[config.mk]
export PLATFORM = sky130hd
export DESIGN_NAME = pc_fetch_unit
export DESIGN_NICKNAME = d
export VERILOG_FILES = /design/src/rtl/fetch_pkg.sv /design/src/rtl/fetch_next_pc.sv /design/src/rtl/pc_fetch_unit.sv
export SDC_FILE = /design/constraint.sdc
export NUM_CORES = 1
export LEC_CHECK = 0
export BUFFER_PORTS_ARGS = -buffer_cell sky130_fd_sc_hd__buf_2
export CAP_MARGIN = 10
export CORE_ASPECT_RATIO = 2
export CORE_MARGIN = 2
export CORE_UTILIZATION = 53
export CTS_BUF_LIST = sky130_fd_sc_hd__clkbuf_4
export DETAILED_ROUTE_END_ITERATION = 8
export HOLD_SLACK_MARGIN = 0.1
export PLACE_DENSITY = 0.87
export SYNTH_ARGS = -nofsm -noshare
export SYNTH_HDL_FRONTEND = slang
export SYNTH_SLANG_ARGS = --single-unit
[constraint.sdc]
create_clock -name clk -period 2.9 [get_ports clk]
set_clock_uncertainty 0.2 [all_clocks]
set_input_delay 0.145 -clock clk [delete_from_list [all_inputs] [get_ports clk]]
set_output_delay 0.145 -clock clk [all_outputs]
set_load 0.05 [all_outputs]
[src/rtl/fetch_pkg.sv]
// Shared types and constants for the program-counter / fetch stage.
package fetch_pkg;

  typedef enum logic [1:0] {
    FS_BOOT = 2'd0,
    FS_RUN  = 2'd1,
    FS_HALT = 2'd2
  } fetch_state_e;

  typedef enum logic [1:0] {
    TC_NONE       = 2'd0,
    TC_MISALIGNED = 2'd1,
    TC_OOB        = 2'd2
  } trap_cause_e;

  localparam logic [31:0] IMEM_BASE = 32'h8000_0000;
  localparam logic [31:0] PC_STEP   = 32'd4;

  function automatic logic is_word_aligned(input logic [31:0] addr);
    return (addr[1:0] == 2'b00);
  endfunction

endpackage

[src/rtl/fetch_next_pc.sv]
// Combinational next-PC select with alignment and imem-window checks.
// Window check compiled in only when FETCH_BOUNDS_CHECK_EN is defined.
module fetch_next_pc
  import fetch_pkg::*;
#(
  parameter logic [31:0] RESET_VECTOR = IMEM_BASE,
  parameter int unsigned IMEM_DEPTH   = 3000
) (
  input  logic [31:0] count,
  input  logic        redirect_valid,
  input  logic [31:0] redirect_target,
  output logic [31:0] npc,
  output logic [31:0] pc_plus4,
  output trap_cause_e trap_cause
);

`ifdef FETCH_BOUNDS_CHECK_EN
  localparam bit BOUNDS_EN = 1'b1;
`else
  localparam bit BOUNDS_EN = 1'b0;
`endif

  // 33-bit window so a step past 0xFFFF_FFFC lands above the window, not at 0.
  localparam logic [32:0] WIN_LO = {1'b0, RESET_VECTOR};
  localparam logic [32:0] WIN_HI = WIN_LO + 33'(4 * IMEM_DEPTH);

  logic [32:0] npc_wide;
  logic        in_window;

  always_comb begin
    pc_plus4 = count + PC_STEP;
    if (redirect_valid) begin
      npc_wide = {1'b0, redirect_target};
    end else begin
      npc_wide = {1'b0, count} + {1'b0, PC_STEP};
    end
    npc       = npc_wide[31:0];
    in_window = (npc_wide >= WIN_LO) && (npc_wide < WIN_HI);

    trap_cause = TC_NONE;
    if (redirect_valid && !is_word_aligned(redirect_target)) begin
      trap_cause = TC_MISALIGNED;
    end else if (BOUNDS_EN && !in_window) begin
      trap_cause = TC_OOB;
    end
  end

endmodule

[src/rtl/pc_fetch_unit.sv]
// Program counter and fetch sequencer feeding instruction_memory.
// Optional imem window trap: define FETCH_BOUNDS_CHECK_EN.
//
// state   | meaning
// BOOT    | post-reset delay, count held at RESET_VECTOR, no fetch
// RUN     | fetching; advance, stall, redirect, trap detection
// HALT    | terminal until reset; all state frozen
module pc_fetch_unit
  import fetch_pkg::*;
#(
  parameter logic [31:0] RESET_VECTOR = IMEM_BASE,
  parameter int unsigned IMEM_DEPTH   = 3000,
  parameter int unsigned BOOT_CYCLES  = 4
) (
  input  logic        clk,
  input  logic        rst_n,
  input  logic        stall,
  input  logic        redirect_valid,
  input  logic [31:0] redirect_target,
  input  logic        halt_req,
  output logic [31:0] count,
  output logic [31:0] pc_plus4,
  output logic        fetch_valid,
  output logic        trap_misaligned,
  output logic        trap_oob,
  output logic [31:0] trap_addr,
  output logic [1:0]  fsm_state,
  output logic [31:0] instret
);

  localparam int unsigned BOOT_W = (BOOT_CYCLES > 2) ? $clog2(BOOT_CYCLES) : 1;
  localparam logic [BOOT_W-1:0] BOOT_LAST =
    (BOOT_CYCLES == 0) ? '0 : BOOT_W'(BOOT_CYCLES - 1);

  fetch_state_e      state_q, state_d;
  logic [31:0]       count_q, count_d;
  logic [BOOT_W-1:0] boot_cnt_q, boot_cnt_d;
  logic [31:0]       instret_q, instret_d;
  logic              trap_mis_q, trap_mis_d;
  logic              trap_oob_q, trap_oob_d;
  logic [31:0]       trap_addr_q, trap_addr_d;

  logic [31:0]       npc;
  trap_cause_e       trap_cause;
  logic              boot_done;

  fetch_next_pc #(
    .RESET_VECTOR (RESET_VECTOR),
    .IMEM_DEPTH   (IMEM_DEPTH)
  ) u_next_pc (
    .count           (count_q),
    .redirect_valid  (redirect_valid),
    .redirect_target (redirect_target),
    .npc             (npc),
    .pc_plus4        (pc_plus4),
    .trap_cause      (trap_cause)
  );

  assign boot_done = (BOOT_CYCLES == 0) || (boot_cnt_q == BOOT_LAST);

  always_comb begin
    state_d     = state_q;
    count_d     = count_q;
    boot_cnt_d  = boot_cnt_q;
    instret_d   = instret_q;
    trap_mis_d  = trap_mis_q;
    trap_oob_d  = trap_oob_q;
    trap_addr_d = trap_addr_q;

    case (state_q)
      FS_BOOT: begin
        if (halt_req) begin
          state_d = FS_HALT;
        end else if (boot_done) begin
          state_d = FS_RUN;
        end else begin
          boot_cnt_d = boot_cnt_q + BOOT_W'(1);
        end
      end

      FS_RUN: begin
        if (halt_req) begin
          state_d = FS_HALT;
        end else if (redirect_valid || !stall) begin
          case (trap_cause)
            TC_MISALIGNED: begin
              state_d     = FS_HALT;
              trap_mis_d  = 1'b1;
              trap_addr_d = redirect_target;
            end
            // The instruction that produced the bad PC still retires.
            TC_OOB: begin
              state_d     = FS_HALT;
              trap_oob_d  = 1'b1;
              trap_addr_d = npc;
              instret_d   = instret_q + 32'd1;
            end
            default: begin
              count_d   = npc;
              instret_d = instret_q + 32'd1;
            end
          endcase
        end
      end

      FS_HALT: begin
      end

      default: begin
        state_d = FS_HALT;
      end
    endcase
  end

  always_ff @(posedge clk or negedge rst_n) begin
    if (!rst_n) begin
      state_q     <= FS_BOOT;
      count_q     <= RESET_VECTOR;
      boot_cnt_q  <= '0;
      instret_q   <= '0;
      trap_mis_q  <= 1'b0;
      trap_oob_q  <= 1'b0;
      trap_addr_q <= '0;
    end else begin
      state_q     <= state_d;
      count_q     <= count_d;
      boot_cnt_q  <= boot_cnt_d;
      instret_q   <= instret_d;
      trap_mis_q  <= trap_mis_d;
      trap_oob_q  <= trap_oob_d;
      trap_addr_q <= trap_addr_d;
    end
  end

  assign count           = count_q;
  assign fetch_valid     = (state_q == FS_RUN);
  assign trap_misaligned = trap_mis_q;
  assign trap_oob        = trap_oob_q;
  assign trap_addr       = trap_addr_q;
  assign fsm_state       = state_q;
  assign instret         = instret_q;

endmodule

==> flow_summary.ini <==
[die]
die-width_um = 73.8
fp.dieArea_um2 = 10600
chipHeight_um = 144
initial_cell_density_of_the_core_pct = 53.6
fp-row-count = 51
num_io_pins = 170
core_um2 = 9640

[logic_synthesis]
syn-num-nets = 558
synthFlopType = sky130_fd_sc_hd__dfrtp_1
muxShareOfSynthArea_pct = 7.33
synthXorXnorAreaFrac_pct = 10.2
synth.lib_cells_used.distinct = 51
syn_area_per_cell_um2 = 9.98
async_flop_share_pct = 100
ys_ff_latch = 101
synthesis.area_um2 = 5170
synth_cells = 518
number_of_warnings_reported_in_the_yosys_synthesis_log = 0
yosys.area_share.adder_pct = 0.726
main_combinational_cell_family_by_area_after_synthesis = simple AND/OR/NAND/NOR gates
synth_edf_count = 0
synth_compound_area_share_pct = 8.67
simple_gate_portion_of_the_synthesized_area_pct = 20.8
ys_seq_area_share_pct = 48.9

[power]
peak_supply_drop_mv = 0.284
power_uw = 2380
cellLeakagePower_uw = 0.00344
powerDensity_nw_per_um2 = 344

[route]
detail_route.iter0.violations = 347
routed_wl_mm = 16.0
final_antenna_net_count = 0
drt_first_pass_iters = 6
via_per_inst = 5.79
remaining_design_rule_violation_count = 0
via_count = 5072
routed_wire_length_per_instance_um = 18.2

[cells_and_area]
final_cell_mix = 164 x sky130_fd_sc_hd__buf_2, 87 x sky130_fd_sc_hd__dfrtp_1, 51 x sky130_fd_sc_hd__nand2_1, 45 x sky130_fd_sc_hd__dlygate4sd3_1, 36 x sky130_fd_sc_hd__nor2_1
post_route_cells_drive_above_1_share_pct = 37.1
mostFrequentLayoutCell = sky130_fd_sc_hd__buf_2
insertedDiodeCount = 0
layout-area-overhead-vs-synth_pct = 34.1
final_area_um2 = 6930
fin_nets = 779

[cts]
tritoncts = done
clkTransAtPathRegs_ns = 0.14
h-tree-depth = 3
cts.sink_count = 101
ctsLongestPathBuffers = 2
ctsRootBufferMaster = sky130_fd_sc_hd__clkbuf_4
clk_latency_ns = 0.45
cts_inserted_buffers = 9

[sta]
max_slew_margin_pct = 28.0
accumulated_negative_setup_slack_ns = 0
worst_slack_setup_final_ns = 0.0307
report.final.hold_viol_count = 0
fin_worst_hold_slack_ns = 0.269
max_slew.worst_pin.slew_ns = 1.08
layout_worst_path_cycle_share_pct = 98.9
slew_viol_final = 0
final.min_clock_period_ns = 2.87
final-setup-viol-count = 0
fmax_mhz = 349

[global_routing]
globalRoute.totalOverflow = 0
number_of_global_route_vias_before_repair = 4982
grt_max_degree = 63
grt_pass1_wl_mm = 24.5
antenna_found_initial = 0
grt_total_usage_pct = 30.2

[placed_design]
io_buffer_count = 168
detailed_place_hpwl_mm = 11.0
placed_cell_area_um2 = 6210
dp_slack_ns = 0.355
globalplace.congestion = 0.926

[worst_setup_path]
timing.critical_path.arrival_ns = 2.52
path_cells = nand4_4 -> or4_4 -> nor4_2 -> buf_4 -> xor2_2 -> buf_6
cpLargestDelayFamily = simple AND/OR/NAND/NOR gates
critical_path.startpoint_type = flip-flop
slowest_stage = sky130_fd_sc_hd__or4_4
cp.buffers_inverters = 2
cp.depth = 6
critical_path_peak_fanout = 6
worst-r2r-cell-count = 5
worstSetupEndpointType = output port
critical-path-max-stage-delay_ns = 0.57
setup.worst_path.class = flip-flop to output port
cp_data_required_time_ns = 2.56

[outcome]
outcome = completed

[hold_path]
hold_path.class = input pin to flip-flop
timing.hold.worst_path_depth = 4

[flow_run]
drv_cap = 0
-- state kept, by name, indices dropped and copies added (netlist names) --
signal / flops
boot_cnt_q: 2
count: 32
fsm_state: 2
instret: 32
trap_addr: 32
trap_misaligned: 1
-- worst paths after layout --
kind                               startpoint  slack [ns]               to
min reg2reg                   trap_misaligned        0.28  trap_misaligned
min                        redirect_target[2]        0.27         count[2]
min in group asynchronous               rst_n        0.64       instret[5]
max reg2reg                          count[6]        0.44        count[24]
max                                  count[6]        0.03     pc_plus4[26]
max in group asynchronous               rst_n        0.91       instret[9]
-- power by group --
group	internal [uW]	switching [uW]	leakage (uW)	total, uW
clock network	189	449	0.0000579	638
logic	105	191	0.00208	296
registers	1430	16.4	0.00130	1450
total	1730	656	0.00344	2380
-- per-layer routing --
metal	vias to the layer above	global-route usage, %	wire length, um
li1	2277	-	-
met1	2494	32.4	5560
met2	237	53.7	8700
met3	64	5.26	804
met4	0	17.5	904
met5	-	0	0
-- repair_timing --
action,in CTS,in global routing
pin swaps,0,3
hold buffers,45,0
setup endpoints to repair,5,9
setup buffers,0,13
resized for setup,11,13
hold endpoints to repair,126,0
-- cells in the mapped netlist (all sizes together), types with 2 or more instances --
cell type | instances | share of area (%)
a21oi | 15 | 1.5
a22oi | 3 | 0.44
a2bb2oi | 4 | 0.68
a31oi | 4 | 0.48
a32oi | 2 | 0.34
and2 | 5 | 0.61
and3 | 14 | 1.7
and4 | 4 | 0.70
buf | 8 | 0.87
clkbuf | 23 | 1.7
dfrtp | 100 | 48
ha | 3 | 0.73
inv | 11 | 0.80
mux2 | 31 | 6.8
mux2i | 3 | 0.58
nand2 | 51 | 3.7
nand2b | 2 | 0.24
nand3 | 33 | 3.2
nand4 | 22 | 3.0
nor2 | 37 | 2.7
nor3 | 13 | 1.4
nor3b | 2 | 0.29
nor4 | 8 | 0.97
o211ai | 2 | 0.29
o21a | 2 | 0.29
o21ai | 19 | 1.8
o22a | 2 | 0.34
o22ai | 7 | 0.85
o311ai | 4 | 0.68
or2 | 4 | 0.48
or3 | 3 | 0.46
or4 | 7 | 1.1
xnor2 | 38 | 6.4
xor2 | 22 | 3.7
-- cell families after synthesis --
kind of cell	Yosys count
other	1
xor gates and xnor gates	60
adders and majority gates	3
buffers and inverters	42
muxes	34
DFF	101
AOI/OAI and AO/OA	70
and+or+nand+nor	207
-- cell type report --
| class | instances | area, um2 |
|---|---|---|
| multi-input cells | 375 | 2560 |
| flip-flops and latches | 101 | 2540 |
| clock inverters | 5 | 27.5 |
| repair buffers | 241 | 1520 |
| inverters | 11 | 41.3 |
| fillers | 686 | 2700 |
| well taps | 132 | 165 |
| clock buffers | 11 | 82.6 |
-- worst min-delay path: stages --
cell and delay [ns]:
sky130_fd_sc_hd__dlygate4sd3_1 0.51, sky130_fd_sc_hd__buf_2 0.11, sky130_fd_sc_hd__nand3_1 0.07, sky130_fd_sc_hd__nand2_1 0.07
-- per-stage QoR --
step,utilization [%],instances
global route,72.0,876
CTS,70.5,863
floorplan,-,518
detailed placement,64.4,802
global placement,64.4,802
finish,72.0,876
Power figures use the tool's default switching activity.
